**src/rtl/mrnaiso_pkg.sv**
```systemverilog
// Shared types and constants for the mRNA-isolation valve sequencer.
package mrnaiso_pkg;

    // Phase codes double as the externally visible phase output.
    typedef enum logic [2:0] {
        S_IDLE    = 3'd0,
        S_CELLS   = 3'd1,
        S_BEADS   = 3'd2,
        S_LYSIS   = 3'd3,
        S_MIX     = 3'd4,
        S_SEP     = 3'd5,
        S_COLLECT = 3'd6,
        S_DONE    = 3'd7
    } state_t;

    // One bit per valve line; 1 = actuated (closed).
    typedef logic [9:0] valve_t;

    localparam int V_COLLECT   = 0;
    localparam int V_LYSIS_IN  = 1;
    localparam int V_LYSIS_OUT = 2;
    localparam int V_PUSH      = 3;
    localparam int V_SEP       = 4;
    localparam int V_SIEVE     = 5;
    localparam int V_WASTE     = 6;
    localparam int V_BEADS     = 7;
    localparam int V_CELLS_IN  = 8;
    localparam int V_CELLS_OUT = 9;

    // Peristaltic pattern as {pump1,pump2,pump3}.
    localparam logic [2:0] PUMP_PAT [0:5] = '{3'b011, 3'b001, 3'b101, 3'b100, 3'b110, 3'b010};

    // A zero dwell would never expire; clamp to one cycle.
    function automatic int eff_dwell(input int t);
        return (t < 1) ? 1 : t;
    endfunction

    function automatic int max_int(input int a, input int b);
        return (a > b) ? a : b;
    endfunction

    // Valves that are open (driven 0) in each state.
    function automatic valve_t open_mask(input state_t s);
        valve_t m;
        m = '0;
        case (s)
            S_CELLS:   begin m[V_CELLS_IN] = 1'b1; m[V_CELLS_OUT] = 1'b1; m[V_SIEVE] = 1'b1; end
            S_BEADS:   begin m[V_BEADS] = 1'b1; m[V_WASTE] = 1'b1; m[V_SIEVE] = 1'b1; end
            S_LYSIS:   begin m[V_LYSIS_IN] = 1'b1; m[V_LYSIS_OUT] = 1'b1; end
            S_SEP:     begin m[V_SEP] = 1'b1; m[V_SIEVE] = 1'b1; m[V_WASTE] = 1'b1; m[V_PUSH] = 1'b1; end
            S_COLLECT: begin m[V_COLLECT] = 1'b1; m[V_SEP] = 1'b1; m[V_PUSH] = 1'b1; end
            default:   m = '0;
        endcase
        return m;
    endfunction

endpackage

```
**src/rtl/mrnaiso_peristaltic_pump.sv**
```systemverilog
// Peristaltic pump stepper: walks the 6-step pattern while enabled.
module mrnaiso_peristaltic_pump
    import mrnaiso_pkg::*;
#(
    parameter int PUMP_STEP = 4
) (
    input  logic clk,
    input  logic rst_n,
    input  logic enable,      // pump is in use on the cycle after this edge
    input  logic hold,
    input  logic clear,
    output logic pump1,
    output logic pump2,
    output logic pump3,
    output logic round_wrap   // this edge moves step 5 back to step 0
);
    localparam int PS = eff_dwell(PUMP_STEP);
    localparam int SW = (PS > 1) ? $clog2(PS) : 1;

    logic [SW-1:0] step_cnt;
    logic [2:0]    idx;
    logic [2:0]    idx_next;
    logic [2:0]    pumps;
    logic          running;
    logic          step_end;

    assign step_end   = (step_cnt == SW'(PS - 1));
    assign idx_next   = (idx == 3'd5) ? 3'd0 : idx + 3'd1;
    assign round_wrap = running && !hold && !clear && step_end && (idx == 3'd5);
    assign {pump1, pump2, pump3} = pumps;

    // Step counter, pattern index and registered pump lines.
    always_ff @(posedge clk) begin
        if (!rst_n || clear) begin
            step_cnt <= '0;
            idx      <= '0;
            pumps    <= 3'b111;
            running  <= 1'b0;
        end else if (!hold) begin
            if (!enable) begin
                step_cnt <= '0;
                idx      <= '0;
                pumps    <= 3'b111;
                running  <= 1'b0;
            end else if (!running) begin
                step_cnt <= '0;
                idx      <= '0;
                pumps    <= PUMP_PAT[0];
                running  <= 1'b1;
            end else if (step_end) begin
                step_cnt <= '0;
                idx      <= idx_next;
                pumps    <= PUMP_PAT[idx_next];
            end else begin
                step_cnt <= step_cnt + SW'(1);
            end
        end
    end

endmodule

```
**src/rtl/mrnaiso_valve_sequencer.sv**
```systemverilog
// Isolation-cycle sequencer: start pulse to timed valve/pump actuation.
module mrnaiso_valve_sequencer
    import mrnaiso_pkg::*;
#(
    parameter int T_CELLS    = 20,
    parameter int T_BEADS    = 20,
    parameter int T_LYSIS    = 30,
    parameter int PUMP_STEP  = 4,
    parameter int MIX_ROUNDS = 8,
    parameter int T_SEP      = 25,
    parameter int T_COLLECT  = 15,
    parameter int CW         = 16
) (
    input  logic       clk,
    input  logic       rst_n,
    input  logic       start,
    input  logic       abort,
    input  logic       hold,
    output logic       busy,
    output logic       done,
    output logic       aborted,
    output logic [2:0] phase,
    output logic       collect_ctrl,
    output logic       lysis_in_ctrl,
    output logic       lysis_out_ctrl,
    output logic       push_ctrl,
    output logic       sep_ctrl,
    output logic       sieve_ctrl,
    output logic       waste_ctrl,
    output logic       beads_ctrl,
    output logic       cells_in_ctrl,
    output logic       cells_out_ctrl,
    output logic       pump1,
    output logic       pump2,
    output logic       pump3
);
    localparam int TC      = eff_dwell(T_CELLS);
    localparam int TB      = eff_dwell(T_BEADS);
    localparam int TL      = eff_dwell(T_LYSIS);
    localparam int TS      = eff_dwell(T_SEP);
    localparam int TO      = eff_dwell(T_COLLECT);
    localparam int MR      = eff_dwell(MIX_ROUNDS);
    localparam int MIX_LEN = 6 * eff_dwell(PUMP_STEP) * MR;
    localparam int MAX_DUR = max_int(max_int(max_int(TC, TB), max_int(TL, TS)), max_int(TO, MIX_LEN));

    generate
        if ((64'd1 << CW) <= 64'(MAX_DUR)) begin : g_cw_check
            $error("CW too narrow for the longest phase");
        end
    endgenerate

    state_t        state, state_n, nxt;
    logic [CW-1:0] cnt, cnt_n, last;
    logic          done_n, aborted_n, tick, round_wrap;
    valve_t        valves;

    mrnaiso_peristaltic_pump #(.PUMP_STEP(PUMP_STEP)) u_pump (
        .clk        (clk),
        .rst_n      (rst_n),
        .enable     (state_n == S_MIX),
        .hold       (hold),
        .clear      (abort),
        .pump1      (pump1),
        .pump2      (pump2),
        .pump3      (pump3),
        .round_wrap (round_wrap)
    );

    // In MIX the counter counts pump rounds instead of cycles.
    assign tick = (state == S_MIX) ? round_wrap : 1'b1;

    // Next state, counter and pulse outputs; abort beats hold beats start.
    always_comb begin
        state_n   = state;
        cnt_n     = cnt;
        done_n    = 1'b0;
        aborted_n = 1'b0;
        last      = '0;
        nxt       = state;
        case (state)
            S_CELLS:   begin last = CW'(TC - 1); nxt = S_BEADS;   end
            S_BEADS:   begin last = CW'(TB - 1); nxt = S_LYSIS;   end
            S_LYSIS:   begin last = CW'(TL - 1); nxt = S_MIX;     end
            S_MIX:     begin last = CW'(MR - 1); nxt = S_SEP;     end
            S_SEP:     begin last = CW'(TS - 1); nxt = S_COLLECT; end
            S_COLLECT: begin last = CW'(TO - 1); nxt = S_DONE;    end
            default:   begin last = '0;          nxt = state;     end
        endcase
        if (abort) begin
            if (state != S_IDLE) begin
                state_n   = S_IDLE;
                cnt_n     = '0;
                aborted_n = 1'b1;
            end
        end else if (!hold) begin
            case (state)
                S_IDLE: begin
                    if (start) begin
                        state_n = S_CELLS;
                        cnt_n   = '0;
                    end
                end
                S_DONE: state_n = S_IDLE;
                default: begin
                    if (tick) begin
                        if (cnt == last) begin
                            state_n = nxt;
                            cnt_n   = '0;
                            done_n  = (nxt == S_DONE);
                        end else begin
                            cnt_n = cnt + CW'(1);
                        end
                    end
                end
            endcase
        end
    end

    // State register and registered control outputs.
    always_ff @(posedge clk) begin
        if (!rst_n) begin
            state   <= S_IDLE;
            cnt     <= '0;
            busy    <= 1'b0;
            done    <= 1'b0;
            aborted <= 1'b0;
            valves  <= '1;
        end else begin
            state   <= state_n;
            cnt     <= cnt_n;
            busy    <= (state_n != S_IDLE);
            done    <= done_n;
            aborted <= aborted_n;
            valves  <= ~open_mask(state_n);
        end
    end

    assign phase          = state;
    assign collect_ctrl   = valves[V_COLLECT];
    assign lysis_in_ctrl  = valves[V_LYSIS_IN];
    assign lysis_out_ctrl = valves[V_LYSIS_OUT];
    assign push_ctrl      = valves[V_PUSH];
    assign sep_ctrl       = valves[V_SEP];
    assign sieve_ctrl     = valves[V_SIEVE];
    assign waste_ctrl     = valves[V_WASTE];
    assign beads_ctrl     = valves[V_BEADS];
    assign cells_in_ctrl  = valves[V_CELLS_IN];
    assign cells_out_ctrl = valves[V_CELLS_OUT];

endmodule
```
**config.mk**
```make
export PLATFORM = sky130hd
export DESIGN_NAME = mrnaiso_valve_sequencer
export DESIGN_NICKNAME = d
export VERILOG_FILES = /design/src/rtl/mrnaiso_pkg.sv /design/src/rtl/mrnaiso_peristaltic_pump.sv /design/src/rtl/mrnaiso_valve_sequencer.sv
export SDC_FILE = /design/constraint.sdc
export NUM_CORES = 1
export LEC_CHECK = 0
export BUFFER_PORTS_ARGS = -buffer_cell sky130_fd_sc_hd__buf_2
export CORE_MARGIN = 3
export CORE_UTILIZATION = 50
export DETAILED_ROUTE_END_ITERATION = 10
export GPL_TIMING_DRIVEN = 0
export PLACE_DENSITY = 0.75
export SLEW_MARGIN = 5
export SYNTH_ARGS = -nofsm -noshare
export SYNTH_HDL_FRONTEND = slang
export SYNTH_SLANG_ARGS = --single-unit
```
**constraint.sdc**
```tcl
create_clock -name clk -period 3.6 [get_ports clk]
set_input_delay 0.72 -clock clk [delete_from_list [all_inputs] [get_ports clk]]
set_output_delay 0.72 -clock clk [all_outputs]
set_load 0.01 [all_outputs]
```
==> impl_metrics.py, run 1 <==
metrics = {
    "place": {
        "port_buffers": 20,
        "place_area_um2": 2157,
        "gp_congestion": 0.8167,
        "dp_hpwl_um": 2932,
    },
    "global_route": {
        "grt_pass1_vias": 1588,
        "grt_pass1_wl_um": 7169,
        "antenna_found_initial": 0,
        "grt_remaining_overflow": 0,
        "grt_usage": 0.1795,
        "grt_max_degree": 12,
    },
    "die": {
        "dieArea_um2": 4788,
        "io_pins": 24,
        "die_x_um": 69.20,
        "die_h_um": 69.20,
        "core_um2": 3744,
        "rows": 22,
        "start_util": 0.5334,
    },
    "cells_and_area": {
        "syn2layout_area_growth_pct": 11.97,
        "final_common_cell": "dfxtp_1",
        "mostFrequentLayoutCells": "dfxtp_1, nor2_1, buf_2",
        "fin_area_um2": 2236,
        "final_util": 0.5973,
        "antenna_cells": 0,
        "layout.nets": 277,
        "drive_gt1_frac": 0.1407,
    },
    "timing": {
        "setup_violations": 0,
        "finalCritPeriodShare": 0.8625,
        "tightest_slew_ps": 706.2,
        "rsz0062_at_grt": "no",
        "hold_viol": 0,
        "fin_skew_ps": 4.265,
        "min_period_ps": 3105,
        "slew_headroom": 0.5274,
        "holdWs_ps": 462.1,
        "max_freq_mhz": 322.1,
        "drv_slew": 0,
        "finalSetupTns_ps": 0,
    },
    "run_status": {
        "status": "completed",
    },
    "setup_path": {
        "r2r_start": "phase[1]",
        "endpoint": "u_pump.pumps[1]",
        "endpoint_kind": "register",
        "reg2reg_slack_ps": 500,
        "required_ps": 3780,
        "ff2ff_path_depth": 10,
        "r2r-end": "u_pump.pumps[1]",
        "critPathLaunchType": "register",
        "cp_max_fo": 10,
        "cp.arrival_ps": 3290,
        "startpoint": "phase[1]",
        "crit_type": "register to register",
    },
    "route": {
        "ant_nets": 0,
        "wl_um": 4049,
        "route.detailed.drc": 0,
        "vias_per_cell": 5.676,
        "wire_per_inst_um": 12.73,
        "vias": 1805,
        "drt_iter0_drc": 123,
        "drtPass1Iterations": 4,
    },
    "cts": {
        "cts_tree": "done",
        "clock-sinks": 38,
        "cts_root_buf": "clkbuf_8",
        "cts_buffers": 5,
        "clkTransAtPathRegs_ps": 70,
        "hold_buffers": 0,
        "insertion_delay_ps": 300,
        "cts_resized": 0,
        "clk_path_buf_depth": 2,
        "cts_setup_buffers": 0,
        "htreeDepth": 2,
    },
    "worst_hold_path": {
        "min_path_cells": 1,
        "min_path_type": "register to register",
    },
    "power": {
        "ir_drop_mv": 0.1892,
        "p_per_area_nw_per_um2": 364.4,
        "p_leak_nw": 0.8542,
        "total_power_mw": 0.8148,
    },
    "logic_synthesis": {
        "synthFlopType": "dfxtp_1",
        "synth_warnings": 0,
        "synth-async-reset-ratio": 0,
        "syn-cell-area_um2": 1997,
        "netlist_instances": 243,
        "synth-edff-count": 0,
        "avgSynthCellArea_um2": 8.218,
        "synth_seq_cells": 38,
        "syn-num-nets": 250,
        "synth.distinct_cells": 55,
        "yosysSeqAreaShare": 0.3810,
    },
    "flow_run": {
        "maxCapViolCount": 0,
    },
}
==> Yosys cell counts, types with 3 or more instances <==
library cell | n | area share
clkbuf_1 | 13 | 0.024
nor2b_1 | 4 | 0.013
buf_4 | 3 | 0.011
and2_1 | 4 | 0.013
xor2_1 | 13 | 0.057
nor4_1 | 3 | 0.0094
nand2b_1 | 6 | 0.019
o21ai_0 | 5 | 0.013
nand3_1 | 10 | 0.025
nor3_1 | 3 | 0.0075
and3_1 | 5 | 0.016
nand2_1 | 20 | 0.038
nand4_1 | 11 | 0.034
o21ai_1 | 3 | 0.0075
inv_1 | 7 | 0.013
xnor2_1 | 3 | 0.013
nor2_1 | 32 | 0.060
dfxtp_1 | 38 | 0.38
or3_1 | 6 | 0.019
a31oi_1 | 3 | 0.0094
a21oi_1 | 8 | 0.020
==> cells by family (layout without fill, tap and decap cells) <==
kind of cell,after synthesis,after routing,share of synthesized area
multiplexers,2,2,0.01003
buffers and inverters,26,53,0.05952
XOR/XNOR,16,16,0.07018
AND/OR/NAND/NOR,115,115,0.2964
flip-flops,38,38,0.3810
adder cells (fa/ha/maj),2,2,0.01253
AO/OA/AOI/OAI,44,44,0.1704
==> layer usage <==
metal	GRT usage	vias up	routed length [um]
li1	-	920	-
met1	0.2466	835	1983
met2	0.2733	45	1793
met3	0.04783	5	215
met4	0.05857	0	57
met5	0	-	0
==> how the worst min path moves through the flow <==
| stage | slack (ps) | to | startpoint |
|---|---|---|---|
| 2_1_floorplan | 440 | u_pump.step_cnt[1] | u_pump.step_cnt[1] |
| 3_3_place_gp | 440 | u_pump.pumps[0] | u_pump.pumps[0] |
| 3_5_place_dp | 450 | u_pump.pumps[0] | u_pump.pumps[0] |
| 4_1_cts | 470 | u_pump.pumps[0] | u_pump.pumps[0] |
| 5_1_grt | 480 | u_pump.pumps[0] | u_pump.pumps[0] |
| 6_report | 460 | u_pump.pumps[0] | u_pump.pumps[0] |
==> sequential cells by signal, indices dropped and copies added (netlist names) <==
| signal | flops |
|---|---|
| u_pump.running | 1 |
| phase | 3 |
| cnt | 16 |
| u_pump.pumps | 3 |
| valves | 7 |
| aborted | 1 |
| busy | 1 |
| u_pump.idx | 3 |
| done | 1 |
| u_pump.step_cnt | 2 |
==> where the power goes <==
group / leakage (nW) / internal [mW] / total (mW) / switching [mW]
Combinational: 0.503 / 0.0391 / 0.107 / 0.0677
Sequential: 0.307 / 0.428 / 0.433 / 0.00509
Clock: 0.0438 / 0.130 / 0.275 / 0.145
Total: 0.854 / 0.597 / 0.815 / 0.218
==> critical path: stages (launching register included) <==
cell and delay (ps):
dfxtp_1 340, clkbuf_1 260, nand2_1 120, o221ai_1 230, nand4_1 140, a211o_1 350, nor2_1 180, mux2i_1 580
clkbuf_1 420, nand3_1 180, o32a_1 190
==> cell type report <==
| class | instances | area [um2] |
|---|---|---|
| Timing Repair Buffer | 20 | 100.1 |
| Sequential cell | 38 | 760.7 |
| Clock buffer | 5 | 68.82 |
| Clock inverter | 2 | 10.01 |
| Multi-Input combinational cell | 179 | 1117 |
| Tap cell | 48 | 60.06 |
| Inverter | 7 | 26.28 |
| Fill cell | 362 | 1508 |
| Buffer | 19 | 92.59 |
==> through the flow <==
step                instances  worst slack, ps
CTS                       318            510.5
floorplan                 243            783.8
detailed placement        311            228.2
global placement          311            278.0
global route              318            132.4
finish                    318            495.1
No activity file was read; power rests on OpenSTA's default activity.
==> inputs of run 2 (changes only) <==
Settings changed: SYNTH_HIERARCHICAL from default to 1.
==> run 2 against run 1 <==
  * Via count decreased by 7.8%
  * Global-route usage decreased by 0.11 points
  * Sequential share of layout area decreased by 2.1 points
  * Worst hold slack improved by 5.9 ps
  * Cell area increased by 6.7%
  * Clock power increased by 57%
  * Non-clock buffer count decreased by 2
  * Sequential power decreased by 1%
  * Cell count decreased by 3.1%
  * First-iteration DRC count decreased by 9.8%
  * Register-to-register slack improved by 280 ps
==> impl_metrics.py, run 2 <==
metrics = {
    "run_status": {
        "status": "completed",
    },
    "cts": {
        "htreeDepth": 2,
        "insertion_delay_ps": 290,
        "cts_resized": 0,
        "cts_setup_buffers": 0,
        "cts_tree": "done",
        "clk_path_buf_depth": 2,
        "cts_root_buf": "clkbuf_8",
        "hold_buffers": 0,
        "cts_buffers": 5,
        "clock-sinks": 38,
        "clkTransAtPathRegs_ps": 80,
    },
    "die": {
        "io_pins": 24,
        "die_h_um": 70.38,
        "start_util": 0.5415,
        "rows": 22,
        "dieArea_um2": 4953,
        "core_um2": 3826,
        "die_x_um": 70.38,
    },
    "setup_path": {
        "endpoint_kind": "register",
        "cp_max_fo": 5,
        "ff2ff_path_depth": 10,
        "critPathLaunchType": "register",
        "crit_type": "register to register",
        "required_ps": 3790,
        "cp.arrival_ps": 3020,
    },
    "cells_and_area": {
        "mostFrequentLayoutCells": "dfxtp_1, buf_2, nand2_1",
        "antenna_cells": 0,
        "reg_top3": "cnt: 16 flops, valves: 7 flops",
        "regMostFlops": "cnt",
        "final_common_cell": "dfxtp_1",
        "layout.nets": 266,
        "final_cell_count_no_fill": 308,
        "drive_gt1_frac": 0.2692,
        "largest_register_ffs": 16,
        "fillers": 332,
        "syn2layout_area_growth_pct": 15.10,
    },
    "route": {
        "ant_nets": 0,
        "wire_per_inst_um": 13.02,
        "drt_iter0_drc": 111,
        "route.detailed.drc": 0,
        "drtPass1Iterations": 4,
        "vias": 1664,
        "wl_um": 4011,
        "vias_per_cell": 5.403,
    },
    "place": {
        "dp_hpwl_um": 2902,
        "gp_congestion": 0.8176,
        "port_buffers": 23,
        "dp_cells": 300,
    },
    "power": {
        "seq_power_share": 0.458,
        "combPwrFrac": 0.080,
        "p_int_mw": 0.7307,
        "ir_drop_mv": 0.2397,
        "swShare": 0.2165,
        "p_per_area_nw_per_um2": 391.1,
        "power.switching_mw": 0.2020,
        "clkPwrFrac": 0.462,
        "p_leak_nw": 0.8709,
    },
    "logic_synthesis": {
        "synth_seq_cells": 38,
        "syn-cell-area_um2": 2072,
        "synth_warnings": 6,
        "yosysSeqAreaShare": 0.3671,
        "synth_area_leaders": "dfxtp_1, xor2_1, nand2_1, xnor2_1, nor2_2",
        "synth-edff-count": 0,
        "netlist_instances": 229,
        "synth_top_area_frac": 0.3671,
        "syn-num-nets": 236,
        "synth-async-reset-ratio": 0,
        "avgSynthCellArea_um2": 9.048,
        "synth.distinct_cells": 58,
        "synthFlopType": "dfxtp_1",
        "yosysMostFrequentCell": "dfxtp_1",
        "synth_top_area_cell": "dfxtp_1",
        "yosys-top-cells-count": "dfxtp_1, nand2_1, nor2_1",
    },
    "timing": {
        "tightest_slew_ps": 476.6,
        "finalSetupTns_ps": 0,
        "hold_viol": 0,
        "min_period_ps": 2825,
        "rsz0062_at_grt": "no",
        "fin_skew_ps": 6.668,
        "max_freq_mhz": 353.9,
        "finalCritPeriodShare": 0.7848,
        "slew_headroom": 0.6796,
        "setup_violations": 0,
        "drv_slew": 0,
    },
    "global_route": {
        "antenna_found_initial": 0,
        "grt_max_degree": 14,
        "grt_pass1_wl_um": 7272,
        "grt_remaining_overflow": 0,
        "grt_usage": 0.1785,
        "grt_pass1_vias": 1609,
    },
    "worst_hold_path": {
        "min_path_cells": 1,
        "min_path_type": "register to register",
    },
    "flow_run": {
        "maxCapViolCount": 0,
    },
}
## run 2: cell types whose count changed after synthesis, sizes merged, moves of 4 or more
cell / before / now
nor2b: 4 / 0
or3: 6 / 0
xnor2: 3 / 9
buf: 5 / 13
nor2: 32 / 26
clkbuf: 14 / 1
nand4: 11 / 6
## run 2: stage by stage
| stage | hold slack (ps) | total power [mW] | setup slack (ps) | instance area, um2 | util |
|---|---|---|---|---|---|
| finish | 468.0 | 0.9327 | 774.7 | 2385 | 0.6233 |
| detailed placement | 451.7 | 0.5115 | 792.1 | 2247 | 0.5873 |
| global placement | 444.6 | 0.5104 | 804.8 | 2247 | 0.5873 |
| floorplan | 440.7 | 0.4938 | 1136 | 2072 | - |
| global route | 492.6 | 0.9663 | 555.0 | 2385 | 0.6233 |
| CTS | 472.6 | 0.9415 | 768.7 | 2385 | 0.6233 |
## run 2: final cells by class
class / instances / area (um2) / share of cell area
multi-input cells: 169 / 1165 / 0.4885
flip-flops and latches: 38 / 760.7 / 0.3190
plain buffers: 14 / 116.4 / 0.04879
repair buffers: 23 / 115.1 / 0.04827
clock buffers: 5 / 68.82 / 0.02886
clock inverters: 3 / 68.82 / 0.02886
well taps: 48 / 60.06 / 0.02518
inverters: 8 / 30.03 / 0.01259
## run 2: worst max-delay path, stage by stage, from the launching register on
cell       delay [ps]
dfxtp_1           340
nor4_1            320
nand3_1           190
nor4_4            370
o2111ai_1         200
a22oi_1           320
nand2_1            90
nor2_1            300
and4bb_4          320
nand3_1           100
o22a_1            170
## run 2: metal layers
metal,GRT usage,part of all wire
met1,0.2381,0.48
met4,0.05106,0.013
met5,0,0
met2,0.2838,0.46
met3,0.04460,0.043
## run 2: power by group through the flow
stage	clock network [mW]	registers [mW]	logic, mW
after floorplan	0	0.438	0.0563
after global placement	0	0.437	0.0735
after detailed placement	0	0.437	0.0745
after CTS	0.439	0.427	0.0751
after global routing	0.455	0.428	0.0832
final	0.431	0.427	0.0746
## run 2: kinds of logic (layout without fill, tap and decap cells)
kind of cell,count (synthesis),count (layout),share of synthesized area
XOR/XNOR,20,20,0.08454
multiplexers,2,2,0.009662
AND/OR/NAND/NOR,107,107,0.3086
adder cells (fa/ha/maj),3,3,0.01691
flip-flops,38,38,0.3671
AO/OA/AOI/OAI,37,37,0.1425
buffers and inverters,22,53,0.07065
## run 2: final timing paths
path	from	to	slack [ps]
worst max-delay path	cnt[10]	u_pump/pumps[0]	770
worst max register to register	cnt[10]	u_pump/pumps[0]	770
worst min-delay path	u_pump/pumps[1]	u_pump/pumps[1]	470
worst min register to register	u_pump/pumps[1]	u_pump/pumps[1]	470
==> inputs of run 3 (changes only) <==
Settings changed: ABC_AREA from default to 1, PLACE_DENSITY 0.75 to 0.78.
Clock period 3.6 ns to 2.4 ns, I/O delays scaled along.
==> run 3 against run 2 <==
  * Non-clock buffer count decreased by 6
  * Utilization decreased by 1.3 points
  * Clock-buffer cell count unchanged
  * Sequential cell count unchanged
  * Global-route usage increased by 0.49 points
  * Wire length increased by 10%
  * Power increased by 41%
  * Sequential power increased by 50%
  * Combinational power increased by 69%
  * Synthesized area increased by 2.5%
  * Critical endpoint unchanged
==> impl_metrics.py, run 3 <==
metrics = {
    "power": {
        "p_per_area_nw_per_um2": 529.5,
        "p_leak_nw": 1.042,
        "ir_drop_mv": 0.3721,
    },
    "place": {
        "gp_congestion": 0.8748,
        "port_buffers": 23,
        "dp_cells": 391,
        "dp_hpwl_um": 3311,
        "place_area_um2": 2302,
        "pre_cts_ws_ps": -95.63,
    },
    "logic_synthesis": {
        "synth_top_area_frac": 0.3581,
        "avgSynthCellArea_um2": 6.681,
        "synth_top_area_cell": "dfxtp_1",
        "synth_warnings": 6,
        "synth.distinct_cells": 29,
        "synthXorXnorAreaFrac": 0.02473,
        "synth_area_leaders": "dfxtp_1, nand2_1, nor2_1, inv_1, nand3_1",
        "synth-edff-count": 0,
        "synthMuxAreaShare": 0,
        "synth-async-reset-ratio": 0,
        "synth_top_family_by_area": "simple AND/OR/NAND/NOR gates",
        "syn-cell-area_um2": 2125,
        "synthFlopType": "dfxtp_1",
        "yosysMostFrequentCell": "nand2_1",
        "yosysSeqAreaShare": 0.3581,
        "synthAdderAreaFrac": 0.01178,
        "netlist_instances": 318,
        "synth-compound-area-share": 0.09187,
        "yosys-top-cells-count": "nand2_1, nor2_1, dfxtp_1",
        "syn-num-nets": 325,
        "yosys.area_share.simple": 0.4229,
        "synth_seq_cells": 38,
    },
    "timing": {
        "min_period_ps": 2185,
        "holdWs_ps": 469.6,
        "finalCritPeriodShare": 0.9104,
        "slew_headroom": 0.6051,
        "tightest_slew_ps": 592.4,
        "setup_slack_ps": 215.1,
        "drv_slew": 0,
        "hold_viol": 0,
        "fin_skew_ps": 8.660,
        "setup_violations": 0,
        "max_freq_mhz": 457.7,
        "finalSetupTns_ps": 0,
    },
    "cts": {
        "clock-sinks": 38,
        "clkTransAtPathRegs_ps": 80,
        "cts_root_buf": "clkbuf_8",
        "htreeDepth": 2,
        "clk_path_buf_depth": 2,
        "cts_buffers": 5,
        "cts_tree": "done",
        "insertion_delay_ps": 300,
    },
    "setup_path": {
        "critPathLaunchType": "register",
        "cp_max_fo": 7,
        "endpoint_kind": "register",
        "required_ps": 2580,
        "cp.arrival_ps": 2370,
        "crit_type": "register to register",
    },
    "global_route": {
        "grt_remaining_overflow": 0,
        "grt_pass1_vias": 1798,
        "grt_max_degree": 14,
        "grt_usage": 0.1834,
        "antenna_found_initial": 0,
        "grt_pass1_wl_um": 7500,
    },
    "cells_and_area": {
        "regMostFlops": "cnt",
        "largest_register_ffs": 16,
        "final_cell_count_no_fill": 401,
        "final_common_cell": "nand2_1",
        "layout.nets": 357,
        "antenna_cells": 0,
        "syn2layout_area_growth_pct": 16.49,
        "fillers": 383,
        "reg_top3": "cnt: 16 flops, valves: 7 flops",
        "mostFrequentLayoutCells": "nand2_1, nor2_1, inv_1",
        "drive_gt1_frac": 0.2194,
        "fin_area_um2": 2475,
    },
    "route": {
        "wl_um": 4411,
        "vias": 2015,
        "vias_per_cell": 5.025,
        "route.detailed.drc": 0,
        "wire_per_inst_um": 11.00,
        "ant_nets": 0,
        "drtPass1Iterations": 4,
        "drt_iter0_drc": 167,
    },
    "die": {
        "die_x_um": 71.19,
        "dieArea_um2": 5067,
        "start_util": 0.5236,
        "core_um2": 4058,
        "io_pins": 24,
        "rows": 23,
        "die_h_um": 71.19,
    },
    "worst_hold_path": {
        "min_path_type": "register to register",
    },
    "run_status": {
        "status": "completed",
    },
    "flow_run": {
        "maxCapViolCount": 0,
    },
}
run 3: changes by cell type in the layout (fill, tap and decap cells not counted), moves of 8 or more:
cell,change
nand2_1,+56
nor2_2,-8
nand3_1,+13
o21ai_0,+9
nor2_1,+24
xnor2_1,-9
nand2_2,+11
inv_1,+29
run 3: cells by family after synthesis:
| group | after synthesis |
|---|---|
| and+or+nand+nor | 194 |
| buffers and inverters | 47 |
| DFF | 38 |
| AOI/OAI and AO/OA | 31 |
| xor gates and xnor gates | 6 |
| adders and majority gates | 2 |
run 3: where the power goes:
part | internal (mW) | switching, mW
combinational | 0.0392 | 0.0863
clock | 0.309 | 0.235
sequential | 0.635 | 0.00615
total | 0.983 | 0.327
run 3: final timing paths:
kind / from / to / slack [ps] / depth (start not counted)
setup reg to reg: phase[1] / u_pump/pumps[0] / 220 / 18
hold / removal: u_pump/pumps[2] / u_pump/pumps[2] / 470 / 2
hold reg to reg: u_pump/pumps[2] / u_pump/pumps[2] / 470 / 2
setup / recovery: phase[1] / u_pump/pumps[0] / 220 / 18
run 3: final cells by class:
cell class                 count  area [um2]  area share
clock inverter                 3       45.04     0.01820
tap                           50       62.56     0.02528
inverter                      41       156.4     0.06320
timing repair buffer          25       130.1     0.05258
clock buffer                   5       68.82     0.02781
buffer                         6       38.79     0.01567
multi-input combinational    233        1201      0.4853
sequential                    38       772.0      0.3119
run 3: what timing repair did:
| action | in CTS | in global routing |
|---|---|---|
| setup buffers | 0 | 2 |
| gates resized for setup | 2 | 13 |
| pin swaps | 0 | 1 |
| hold buffers | 0 | 0 |
| setup endpoints to repair | 8 | 9 |
run 3: worst max-delay path, cell delays in order (launching register included):
cell and delay, ps:
dfxtp_4 380, nor2_4 170, nand2_4 90, nand2_1 70, nand2_1 40, nand2_1 50, nand2_1 60, nor2_2 130
nand3_1 110, nand3_2 120, nand2_2 60, nand2_2 110, nand2_2 90, nor2_4 170, nand2_2 90, inv_1 110
nand3_1 80, nand2_1 70, nand3_1 50
run 3: metrics by stage:
step,utilization,total power [mW]
after global routing,0.6099,1.369
after global placement,0.5674,0.7793
final,0.6099,1.311
after detailed placement,0.5674,0.7806
after CTS,0.5964,1.327
after floorplan,-,0.7470
run 3: metal layers:
metal | part of all wire | track usage | vias up | routed length (um)
li1 | - | - | 1079 | -
met2 | 0.46 | 0.2898 | 46 | 2030
met3 | 0.047 | 0.04830 | 6 | 209
met5 | 0 | 0 | - | 0
met4 | 0.016 | 0.09186 | 0 | 72
met1 | 0.48 | 0.2296 | 884 | 2099
